===== src/rtl/regfile_write_arbiter_pkg.sv =====
`default_nettype none
// ============================================================================
// Module   : regfile_ctrl_pkg
// Purpose  : Shared definitions for the register-file write arbiter.
//            Provides the default widths, the PC register address and the
//            round-robin requester identifier.
// Revision : 1.0 - initial release
// ============================================================================
package regfile_ctrl_pkg;

  localparam int N_DEF = 4;
  localparam int M_DEF = 32;

  // R15 is the PC; the register file loads it from a dedicated input.
  localparam logic [3:0] PC_ADDR = 4'hF;

  typedef enum logic {
    REQ_EX  = 1'b0,
    REQ_MEM = 1'b1
  } req_id_t;

  function automatic req_id_t other_req(input req_id_t r);
    return (r == REQ_EX) ? REQ_MEM : REQ_EX;
  endfunction

endpackage
`default_nettype wire


===== src/rtl/regfile_write_arbiter_if.sv =====
`default_nettype none
// ============================================================================
// Module   : regfile_write_arbiter_if
// Purpose  : Writeback request channel (valid/ready handshake with a
//            destination register address and write data).
// Ports    : valid  - request present (master -> slave)
//            ready  - slave can accept (slave -> master)
//            addr   - destination register, N bits
//            data   - write data, M bits
// Revision : 1.0 - initial release
// ============================================================================
interface regfile_write_arbiter_if
  import regfile_ctrl_pkg::*;
#(
  parameter int N = N_DEF,
  parameter int M = M_DEF
);

  logic         valid;
  logic         ready;
  logic [N-1:0] addr;
  logic [M-1:0] data;

  modport master (output valid, output addr, output data, input ready);
  modport slave  (input valid, input addr, input data, output ready);

endinterface
`default_nettype wire


===== src/rtl/regfile_write_arbiter_wb_fifo.sv =====
`default_nettype none
// ============================================================================
// Module   : wb_fifo
// Purpose  : Small in-order writeback buffer. Exposes its head entry, its
//            occupancy and a flat {valid, addr} vector of every slot so the
//            owner can detect pending writes to a register.
// Ports    : clk, reset (async, active-low)
//            push, push_addr, push_data - enqueue (caller guarantees not full)
//            pop                        - dequeue (caller guarantees not empty)
//            head_addr, head_data       - oldest entry
//            count                      - occupancy, 0..DEPTH
//            entries                    - slot i at [i*(N+1) +: N+1] = {vld, addr}
// Revision : 1.0 - initial release
// ============================================================================
module wb_fifo
  import regfile_ctrl_pkg::*;
#(
  parameter int N     = N_DEF,
  parameter int M     = M_DEF,
  parameter int DEPTH = 2
) (
  input  logic                     clk,
  input  logic                     reset,
  input  logic                     push,
  input  logic [N-1:0]             push_addr,
  input  logic [M-1:0]             push_data,
  input  logic                     pop,
  output logic [N-1:0]             head_addr,
  output logic [M-1:0]             head_data,
  output logic [$clog2(DEPTH):0]   count,
  output logic [DEPTH*(N+1)-1:0]   entries
);

  localparam int AW = $clog2(DEPTH);

  logic [N-1:0]  r_addr_mem [DEPTH];
  logic [M-1:0]  r_data_mem [DEPTH];
  logic [AW-1:0] r_wptr;
  logic [AW-1:0] r_rptr;
  logic [AW:0]   r_count;

  // Storage carries no reset; slot validity is derived from the pointers.
  always_ff @(posedge clk) begin
    if (push) begin
      r_addr_mem[r_wptr] <= push_addr;
      r_data_mem[r_wptr] <= push_data;
    end
  end

  always_ff @(posedge clk or negedge reset) begin
    if (!reset) begin
      r_wptr  <= '0;
      r_rptr  <= '0;
      r_count <= '0;
    end else begin
      if (push) r_wptr <= r_wptr + 1'b1;
      if (pop)  r_rptr <= r_rptr + 1'b1;
      case ({push, pop})
        2'b10:   r_count <= r_count + 1'b1;
        2'b01:   r_count <= r_count - 1'b1;
        default: r_count <= r_count;
      endcase
    end
  end

  assign head_addr = r_addr_mem[r_rptr];
  assign head_data = r_data_mem[r_rptr];
  assign count     = r_count;

  // A slot is live when its distance from the read pointer is below count.
  for (genvar i = 0; i < DEPTH; i++) begin : g_entry
    logic [AW-1:0] w_off;
    assign w_off = AW'(i) - r_rptr;
    assign entries[i*(N+1) +: N+1] = {({1'b0, w_off} < r_count), r_addr_mem[i]};
  end

endmodule
`default_nettype wire


===== src/rtl/regfile_write_arbiter.sv =====
`default_nettype none
// ============================================================================
// Module   : regfile_write_arbiter
// Purpose  : Shares the single register-file write port between execute
//            (req0) and memory (req1) writeback. Each requester is buffered,
//            a round-robin grant issues one write per cycle, writes to R15
//            are diverted to a PC-write pulse, and pend1/pend2 flag
//            outstanding writes to the decode-stage read addresses.
// Ports    : clk, reset (async, active-low)
//            req0, req1           - writeback request channels (slave side)
//            we3, a3, wd3         - registered register-file write port
//            pc_wr_valid/_data    - registered one-cycle PC write
//            a1, a2               - decode read addresses
//            pend1, pend2         - write to a1/a2 still outstanding
// Revision : 1.0 - initial release
// ============================================================================
module regfile_write_arbiter
  import regfile_ctrl_pkg::*;
#(
  parameter int N     = N_DEF,
  parameter int M     = M_DEF,
  parameter int DEPTH = 2
) (
  input  logic                      clk,
  input  logic                      reset,
  regfile_write_arbiter_if.slave    req0,
  regfile_write_arbiter_if.slave    req1,
  output logic                      we3,
  output logic [N-1:0]              a3,
  output logic [M-1:0]              wd3,
  output logic                      pc_wr_valid,
  output logic [M-1:0]              pc_wr_data,
  input  logic [N-1:0]              a1,
  input  logic [N-1:0]              a2,
  output logic                      pend1,
  output logic                      pend2
);

  localparam int CW = $clog2(DEPTH) + 1;

  logic [CW-1:0]          w_cnt0, w_cnt1;
  logic [N-1:0]           w_head0_addr, w_head1_addr;
  logic [M-1:0]           w_head0_data, w_head1_data;
  logic [DEPTH*(N+1)-1:0] w_ent0, w_ent1;
  logic                   w_push0, w_push1;
  logic                   w_gnt0, w_gnt1;
  logic [N-1:0]           w_gnt_addr;
  logic [M-1:0]           w_gnt_data;
  req_id_t                r_ptr, w_ptr_nxt;

  logic                   r_we3;
  logic [N-1:0]           r_a3;
  logic [M-1:0]           r_wd3;
  logic                   r_pc_wr_valid;
  logic [M-1:0]           r_pc_wr_data;

  // Ready comes from registered count only, so it stays low on a full
  // FIFO even in a cycle where that FIFO is being popped.
  assign req0.ready = reset && (w_cnt0 < CW'(DEPTH));
  assign req1.ready = reset && (w_cnt1 < CW'(DEPTH));
  assign w_push0    = req0.valid && req0.ready;
  assign w_push1    = req1.valid && req1.ready;

  wb_fifo #(.N(N), .M(M), .DEPTH(DEPTH)) u_fifo0 (
    .clk       (clk),
    .reset     (reset),
    .push      (w_push0),
    .push_addr (req0.addr),
    .push_data (req0.data),
    .pop       (w_gnt0),
    .head_addr (w_head0_addr),
    .head_data (w_head0_data),
    .count     (w_cnt0),
    .entries   (w_ent0)
  );

  wb_fifo #(.N(N), .M(M), .DEPTH(DEPTH)) u_fifo1 (
    .clk       (clk),
    .reset     (reset),
    .push      (w_push1),
    .push_addr (req1.addr),
    .push_data (req1.data),
    .pop       (w_gnt1),
    .head_addr (w_head1_addr),
    .head_data (w_head1_data),
    .count     (w_cnt1),
    .entries   (w_ent1)
  );

  // Grant and pointer next-state. A same-address collision always goes to
  // execute so the later (memory) value is the one that survives.
  always_comb begin
    w_gnt0    = 1'b0;
    w_gnt1    = 1'b0;
    w_ptr_nxt = r_ptr;
    if ((w_cnt0 != '0) && (w_cnt1 != '0)) begin
      if (w_head0_addr == w_head1_addr) w_gnt0 = 1'b1;
      else if (r_ptr == REQ_EX)         w_gnt0 = 1'b1;
      else                              w_gnt1 = 1'b1;
    end else if (w_cnt0 != '0) begin
      w_gnt0 = 1'b1;
    end else if (w_cnt1 != '0) begin
      w_gnt1 = 1'b1;
    end
    if (w_gnt0)      w_ptr_nxt = other_req(REQ_EX);
    else if (w_gnt1) w_ptr_nxt = other_req(REQ_MEM);
  end

  assign w_gnt_addr = w_gnt1 ? w_head1_addr : w_head0_addr;
  assign w_gnt_data = w_gnt1 ? w_head1_data : w_head0_data;

  always_ff @(posedge clk or negedge reset) begin
    if (!reset) r_ptr <= REQ_EX;
    else        r_ptr <= w_ptr_nxt;
  end

  always_ff @(posedge clk or negedge reset) begin
    if (!reset) begin
      r_we3         <= 1'b0;
      r_a3          <= '0;
      r_wd3         <= '0;
      r_pc_wr_valid <= 1'b0;
      r_pc_wr_data  <= '0;
    end else begin
      r_we3         <= 1'b0;
      r_pc_wr_valid <= 1'b0;
      if (w_gnt0 || w_gnt1) begin
        if (w_gnt_addr == N'(PC_ADDR)) begin
          r_pc_wr_valid <= 1'b1;
          r_pc_wr_data  <= w_gnt_data;
        end else begin
          r_we3 <= 1'b1;
          r_a3  <= w_gnt_addr;
          r_wd3 <= w_gnt_data;
        end
      end
    end
  end

  // Hazard detect: any live buffered entry, or the write currently on the
  // register-file port. A registered PC write is not a register hazard.
  always_comb begin
    pend1 = r_we3 && (r_a3 == a1);
    pend2 = r_we3 && (r_a3 == a2);
    for (int i = 0; i < DEPTH; i++) begin
      if (w_ent0[i*(N+1)+N] && (w_ent0[i*(N+1) +: N] == a1)) pend1 = 1'b1;
      if (w_ent1[i*(N+1)+N] && (w_ent1[i*(N+1) +: N] == a1)) pend1 = 1'b1;
      if (w_ent0[i*(N+1)+N] && (w_ent0[i*(N+1) +: N] == a2)) pend2 = 1'b1;
      if (w_ent1[i*(N+1)+N] && (w_ent1[i*(N+1) +: N] == a2)) pend2 = 1'b1;
    end
  end

  assign we3         = r_we3;
  assign a3          = r_a3;
  assign wd3         = r_wd3;
  assign pc_wr_valid = r_pc_wr_valid;
  assign pc_wr_data  = r_pc_wr_data;

endmodule
`default_nettype wire

===== src/flat_wrapper.sv =====
// flat-port wrapper written by rule: the top's interface ports become plain ports
module regfile_write_arbiter_flat import regfile_ctrl_pkg::*;
#(
  parameter int N     = N_DEF,
  parameter int M     = M_DEF,
  parameter int DEPTH = 2
)
  (clk, reset, we3, a3, wd3, pc_wr_valid, pc_wr_data, a1, a2, pend1, pend2, req0_valid, req0_addr, req0_data, req0_ready, req1_valid, req1_addr, req1_data, req1_ready);
  regfile_write_arbiter_if #(.N(N), .M(M)) req0_i ();
  regfile_write_arbiter_if #(.N(N), .M(M)) req1_i ();
  input  logic clk;
  input  logic reset;
  output logic we3;
  output logic [N-1:0] a3;
  output logic [M-1:0] wd3;
  output logic pc_wr_valid;
  output logic [M-1:0] pc_wr_data;
  input  logic [N-1:0] a1;
  input  logic [N-1:0] a2;
  output logic pend1;
  output logic pend2;
  input wire logic [$bits(req0_i.valid)-1:0] req0_valid;
  input wire logic [$bits(req0_i.addr)-1:0] req0_addr;
  input wire logic [$bits(req0_i.data)-1:0] req0_data;
  output wire logic [$bits(req0_i.ready)-1:0] req0_ready;
  input wire logic [$bits(req1_i.valid)-1:0] req1_valid;
  input wire logic [$bits(req1_i.addr)-1:0] req1_addr;
  input wire logic [$bits(req1_i.data)-1:0] req1_data;
  output wire logic [$bits(req1_i.ready)-1:0] req1_ready;
  assign req0_i.valid = req0_valid;
  assign req0_i.addr = req0_addr;
  assign req0_i.data = req0_data;
  assign req0_ready = req0_i.ready;
  assign req1_i.valid = req1_valid;
  assign req1_i.addr = req1_addr;
  assign req1_i.data = req1_data;
  assign req1_ready = req1_i.ready;
  regfile_write_arbiter #(.N(N), .M(M), .DEPTH(DEPTH)) u_core (.clk(clk), .reset(reset), .req0(req0_i), .req1(req1_i), .we3(we3), .a3(a3), .wd3(wd3), .pc_wr_valid(pc_wr_valid), .pc_wr_data(pc_wr_data), .a1(a1), .a2(a2), .pend1(pend1), .pend2(pend2));
endmodule

===== config.mk =====
export PLATFORM = sky130hd
export DESIGN_NAME = regfile_write_arbiter_flat
export DESIGN_NICKNAME = d
export VERILOG_FILES = /design/src/rtl/regfile_write_arbiter_pkg.sv /design/src/rtl/regfile_write_arbiter_if.sv /design/src/rtl/regfile_write_arbiter_wb_fifo.sv /design/src/rtl/regfile_write_arbiter.sv /design/src/flat_wrapper.sv
export SDC_FILE = /design/constraint.sdc
export NUM_CORES = 1
export LEC_CHECK = 0
export CORE_MARGIN = 2
export CORE_UTILIZATION = 35
export DETAILED_ROUTE_END_ITERATION = 12
export DONT_BUFFER_PORTS = 1
export HOLD_SLACK_MARGIN = 0.1
export SYNTH_ARGS = -nofsm -noshare
export SYNTH_HDL_FRONTEND = slang
export SYNTH_SLANG_ARGS = --single-unit
export TNS_END_PERCENT = 30

===== constraint.sdc =====
create_clock -name clk -period 3.75 [get_ports clk]
set_input_delay 0.375 -clock clk [delete_from_list [all_inputs] [get_ports clk]]
set_output_delay 0.375 -clock clk [all_outputs]
set_load 0.02 [all_outputs]

-- Yosys cells after proc, flatten, opt, wreduce, memory -nomap -nowiden
Memories as Yosys holds them, arrays and structs flattened.
Cells that the tools add are included.
- register bits: 79
- bits in writable memories: 144
- latch bits: 0
- ROM bits: 0
- input port bits: 84
- logic and storage cells: 105
- memories: 4
- output and inout bits: 74
- $mul: 0
- reduce and logical (&&, ||, !) cells: 23
- bitwise gates (word level): 1
- shift operators: 0
- eq/ne operators: 16
- mux-type cells: 31
- $add $sub $neg: 12
- order comparisons: 6
- div/mod/pow operators: 0
- memory list (memory ; words ; bits a word ; read ports ; clocked after memory_dff ; write ports ; line ; RTL):
    u_core.u_fifo0.r_data_mem ; 2 ; 32 ; 1 ; 0 ; 1 ; regfile_write_arbiter_wb_fifo.sv:37 ; logic [M-1:0] r_data_mem [DEPTH];
    u_core.u_fifo1.r_data_mem ; 2 ; 32 ; 1 ; 0 ; 1 ; regfile_write_arbiter_wb_fifo.sv:37 ;
    u_core.u_fifo0.r_addr_mem ; 2 ; 4 ; 3 ; 0 ; 1 ; regfile_write_arbiter_wb_fifo.sv:36 ; logic [N-1:0] r_addr_mem [DEPTH];
    u_core.u_fifo1.r_addr_mem ; 2 ; 4 ; 3 ; 0 ; 1 ; regfile_write_arbiter_wb_fifo.sv:36 ;
- operator list (cell ; number):
    $eq A4 B4 Y1 ; 11
    $mux W32 ; 1
    $mux W1 ; 27
    $logic_and A1 B1 Y1 ; 15
    $reduce_bool A2 Y1 ; 5
    $lt A1 B2 Y1 ; 4
    $pmux W2 S2 ; 2
    $add A1 B1 Y1 const B ; 4
    $add A2 B1 Y2 const B ; 2
    $eq A2 B1 Y1 const B ; 2
    $eq A2 B2 Y1 const B ; 2
    $eq A4 B4 Y1 const B ; 1
    $lt A2 B2 Y1 const B ; 2
    $mux W4 ; 1
    $reduce_and A2 Y1 ; 2
    $sub A1 B1 Y1 const A ; 4
    $sub A2 B1 Y2 const B ; 2
    $logic_or A1 B1 Y1 ; 1
    $not A1 Y1 ; 1

-- Longest topological paths before layout
- depth after elaboration: 8
- gate-level depth with buffers: 12
- depth with buffers taken out: 9

-- Modules after synthesis
A second synthesis with hierarchy kept.
- cell total of the unflattened synthesis: 541
- area, all modules: 9514.1 um^2
- by module, submodules not included (module ; cells each ; times used ; area an instance (um^2)):
    wb_fifo ; 129 ; 2 ; 2824.0
    regfile_write_arbiter ; 283 ; 1 ; 3866.2

-- Least setup slack after synthesis
OpenSTA, ideal clock, no wires.
- path type: reg2reg
- start point: register u_core.u_fifo0.r_count[1], in the netlist u_core.u_fifo0.count[1]
- end point: memory u_core.u_fifo0.r_addr_mem[0][0] in the netlist's numbering, enable pin
- clock period less this slack: 2.964 ns
- required time: 3.321 ns
- setup slack: 0.786 ns
- cell stages (with the launch flop): 4
- arrival time: 2.534 ns
- path through: dfrtp_1 -> nor2b_1 -> nand2_1 -> nor2_1
- cells in the longest elaborated chain, start to end: 5
- ends and longest elaborated chain (element ; line ; RTL):
    start, declared ; regfile_write_arbiter_wb_fifo.sv:40 ; logic [AW:0] r_count;
    start signal, assigned ; regfile_write_arbiter_wb_fifo.sv:59 ; 2'b10: r_count <= r_count + 1'b1;
    start signal, assigned ; regfile_write_arbiter_wb_fifo.sv:60 ; 2'b01: r_count <= r_count - 1'b1;
    start signal, assigned ; regfile_write_arbiter_wb_fifo.sv:61 ; default: r_count <= r_count;
    $lt A2 B2 Y1 ; regfile_write_arbiter.sv:59 ; assign req0.ready = reset && (w_cnt0 < CW'(DEPTH));
    $logic_and A1 B1 Y1 ; regfile_write_arbiter.sv:59 ;
    via req0_ready ; flat_wrapper.sv:25 ; output wire logic [$bits(req0_i.ready)-1:0] req0_ready;
    $logic_and A1 B1 Y1 ; regfile_write_arbiter.sv:61 ; assign w_push0 = req0.valid && req0.ready;
    $mux W1 ; regfile_write_arbiter_wb_fifo.sv:44 ; if (push) begin
    $mux W1 (not written as such) ; regfile_write_arbiter_wb_fifo.sv:45 ; r_addr_mem[r_wptr] <= push_addr;
    end, declared ; regfile_write_arbiter_wb_fifo.sv:36 ;
The timed path passes the listed nets, and every way through them passes these cells.

-- Final worst setup path
- start point: register u_core.u_fifo1.r_rptr
- end point: output port pend1
- cells in the longest elaborated chain, start to end: 6
- elaborated cells on any way between the ends: 9
- ends and longest elaborated chain (element ; line ; RTL):
    start, declared ; regfile_write_arbiter_wb_fifo.sv:39 ; logic [AW-1:0] r_rptr;
    start signal, assigned ; regfile_write_arbiter_wb_fifo.sv:57 ; if (pop) r_rptr <= r_rptr + 1'b1;
    $sub A1 B1 Y1 ; regfile_write_arbiter_wb_fifo.sv:73 ; assign w_off = AW'(i) - r_rptr;
    $lt A1 B2 Y1 ; regfile_write_arbiter_wb_fifo.sv:74 ; assign entries[i*(N+1) +: N+1] = {({1'b0, w_off} < r_count), r_addr_mem[i]};
    $logic_and A1 B1 Y1 ; regfile_write_arbiter.sv:147 ; if (w_ent1[i*(N+1)+N] && (w_ent1[i*(N+1) +: N] == a1)) pend1 = 1'b1;
    $mux W1 ; regfile_write_arbiter.sv:147 ;
    $mux W1 ; regfile_write_arbiter.sv:146 ; if (w_ent0[i*(N+1)+N] && (w_ent0[i*(N+1) +: N] == a1)) pend1 = 1'b1;
    $mux W1 (*) ; regfile_write_arbiter.sv:147 ;
    end, declared ; flat_wrapper.sv:20 ; output logic pend1;
Every way passes the cells marked *; elsewhere a longest branch is shown, timed or not.

==> impl_metrics.csv <==
group,metric,value,unit
grt,track_usage,15.32,%
synth,synth_compound_area_share,1.765,%
grt,grt_pass1_wl,31420,um
grt,grt_overflow,0,
setup_path,cp_slowest_stage_delay,0.62,ns
cells_and_area,drive_gt1_share,15.62,%
synth,synth_seq_cells,223,
floorplan,start_util,35.83,%
cells_and_area,final_nets,702,
clocking,clock_latency,0.52,ns
timing,finalClockSkew,0.02420,ns
synth,synth_top_family_by_area,"multiplexers",
clocking,cts_buffers,24,
synth,syn-num-nets,621,
timing,drv_slew,0,
grt,antenna_found_initial,0,
synth,netlist-cell-type-count,32,
timing,max_clock_freq,317.8,MHz
synth,yosysSeqAreaShare,69.43,%
clocking,cts_htree_levels,1,
clocking,clockBufferDepth,3,
floorplan,fp.dieW,165.0,um
route,drtIter0Drc,244,
setup_path,cp_max_fo,26,
power,p_int,0.005961,W
power,pwr_density_cell,853.5,nW/um^2
floorplan,dieArea,27230,um^2
route,wl,20640,um
setup_path,cp-end-kind,"output pin",
route,dr.pass1.iters,5,
route,antenna_left,0,
setup_path,critical_path_class,"reg -> out",
synth,synth-simple-area-share,1.889,%
clocking,cts_tree,"built",
floorplan,core-area,25330,um^2
setup_path,cp-start-kind,"flop",
timing,rsz0062_at_grt,"no",
clocking,cts_resized,0,
power,power.switching,0.003386,W
setup_path,slowest_stage,"dfrtp_2",
placement,portBuffers,0,
clocking,clockRootBuffer,"clkbuf_16",
floorplan,rows,58,
status,outcome,"completed",
setup_path,cp.required,3.38,ns
placement,dp.final_hpwl,13240,um
clocking,clk_pin_slew,0.06,ns
cells_and_area,final_common_cell,"edfxtp_1",
synth,syn_area,9075,um^2
cells_and_area,syn2layout_area_growth,20.67,%
power,peakVddDrop,0.4733,mV
floorplan,io_pins,158,
synth,yosysWarnings,0,
power,seq_power_share,45.4,%
timing,worst_slew_pin_slew,1.112,ns
timing,hold_ws,0.1367,ns
grt,grt_max_degree,80,
timing,finalSetupViolations,0,
synth,synth-adder-area-share,0.2757,%
timing,fin_tns_setup,0,ns
clocking,post-cts-setup-buffers,0,
clocking,clock-sinks,223,
route,vias,4813,
synth,syn_avg_cell_area,16.96,um^2
setup_path,arrival,2.77,ns
synth,synth_xor_area_share,5.212,%
grt,first_global_vias,5334,
setup_path,crit_chain,"buf_4, inv_1, a21oi_1, o22ai_1, a311oi_1, o21ai_0",
worst_hold_path,hold_class,"in -> reg",
timing,hold_viol_final,0,
timing,layout_min_cycle_time,3.147,ns
placement,finalWeightedCongestion,0.8222,
flow_run,max_cap_violations,0,
timing,finalCritPeriodShare,83.92,%
power,swShare,36.22,%
clocking,hold_buffers,74,
timing,slew_headroom,25.85,%
cells_and_area,antenna_cells,0,
power,power.share.clock,23.5,%
cells_and_area,layout_common_cells,"144 x edfxtp_1, 104 x mux2i_1, 77 x dfrtp_1",
synth,synthMuxAreaShare,19.41,%
power,power_frac_comb,31.1,%
power,p_leak,4.104,nW
floorplan,die_h,165.0,um
synth,synthCells,535,
route,wl_per_cell,21.41,um
route,viasPerCell,4.993,
route,route.detailed.drc,0,
[per-layer routing]
layer  track usage [%]  part of all wire (%)  vias to the layer above
li1                  -                     -                     2152
met4             4.348                   2.5                        0
met2             27.84                    52                      158
met1             18.14                    40                     2466
met3             3.390                   5.9                       37
met5                 0                     0                        -
[registers in the layout, summed over array words and instances, names as in the netlist, 2 cells and up]
signal                     flops
u_core.a3                      4
u_core.pc_wr_data             32
u_core.u_fifo0.count           2
u_core.u_fifo0.r_addr_mem      8
u_core.u_fifo0.r_data_mem     64
u_core.u_fifo1.count           2
u_core.u_fifo1.r_addr_mem      8
u_core.u_fifo1.r_data_mem     64
u_core.wd3                    32
[worst max-delay path: cells and delay by family (launching register included)]
kind,cells,cell delay (ns)
flops,1,0.62
buf+inv,2,0.69
compound gates,4,0.96
[worst paths after layout]
path	start	slack, ns	cells past startpoint	endpoint
max	u_core.u_fifo1.r_rptr	0.60	6	pend1
min in group asynchronous	reset	0.45	2	u_core.pc_wr_data[8]
min	req0_valid	0.14	2	u_core.u_fifo0.r_wptr
min reg2reg	u_core.r_ptr	0.49	1	u_core.r_ptr
max in group asynchronous	reset	2.92	2	u_core.u_fifo0.r_rptr
max reg2reg	u_core.u_fifo1.r_rptr	0.69	8	u_core.wd3[9]
[synthesized netlist by cell type (all sizes together)]
cell type	count	area (um^2)
o21ai	2	10.01
nand2	3	11.26
nor2	8	30.03
a21oi	6	33.78
a311oi	2	17.52
nor2b	3	18.77
buf	14	100.1
o22ai	3	25.02
a221oi	2	17.52
xor2	8	70.07
edfxtp	144	4324
clkbuf	13	48.80
or4	2	15.01
nor3	3	15.01
nand4	9	56.30
a222oi	2	20.02
and3	4	25.02
inv	9	33.79
dfrtp	79	1977
a22oi	1	21.27
ha	2	25.02
mux2i	104	1041
xnor2	46	402.9
a21o	2	15.01
mux2	64	720.7
[layout make-up]
class,instances,area [um^2]
fillers,2258,14380
clock buffers,32,640.6
flip-flops and latches,223,6304
multi-input cells,276,2616
repair buffers,82,843.3
well taps,330,412.9
inverters,9,33.78
clock inverters,12,100.1
[power groups by stage]
stage	logic, W	registers, W	clock network [W]
floorplan	0.00234	0.00408	0
global placement	0.00275	0.00427	0
detailed placement	0.00286	0.00430	0
CTS	0.00297	0.00425	0.00227
global route	0.00318	0.00432	0.00237
finish	0.00291	0.00424	0.00219
[cells by family (layout without fill, tap and decap cells)]
group	count (synthesis)	in the layout
XOR/XNOR	54	54
AND/OR/NAND/NOR	32	32
buffers and inverters	36	135
multiplexers	168	168
flip-flops	223	223
adder cells (fa/ha/maj)	2	2
AO/OA/AOI/OAI	20	20
[stage by stage]
stage / total power (W) / setup slack (ns) / instance area, um^2 / instances / utilization [%]
2_1_floorplan: 0.006415 / 0.7865 / 9075 / 535 / -
3_3_place_gp: 0.007020 / 0.9315 / 9452 / 846 / 37.32
3_5_place_dp: 0.007161 / 0.7133 / 9452 / 846 / 37.32
4_1_cts: 0.009488 / 0.5767 / 10950 / 964 / 43.24
5_1_grt: 0.009865 / 0.3807 / 10950 / 964 / 43.24
6_report: 0.009346 / 0.6030 / 10950 / 964 / 43.24
Power figures use the tool's default switching activity.
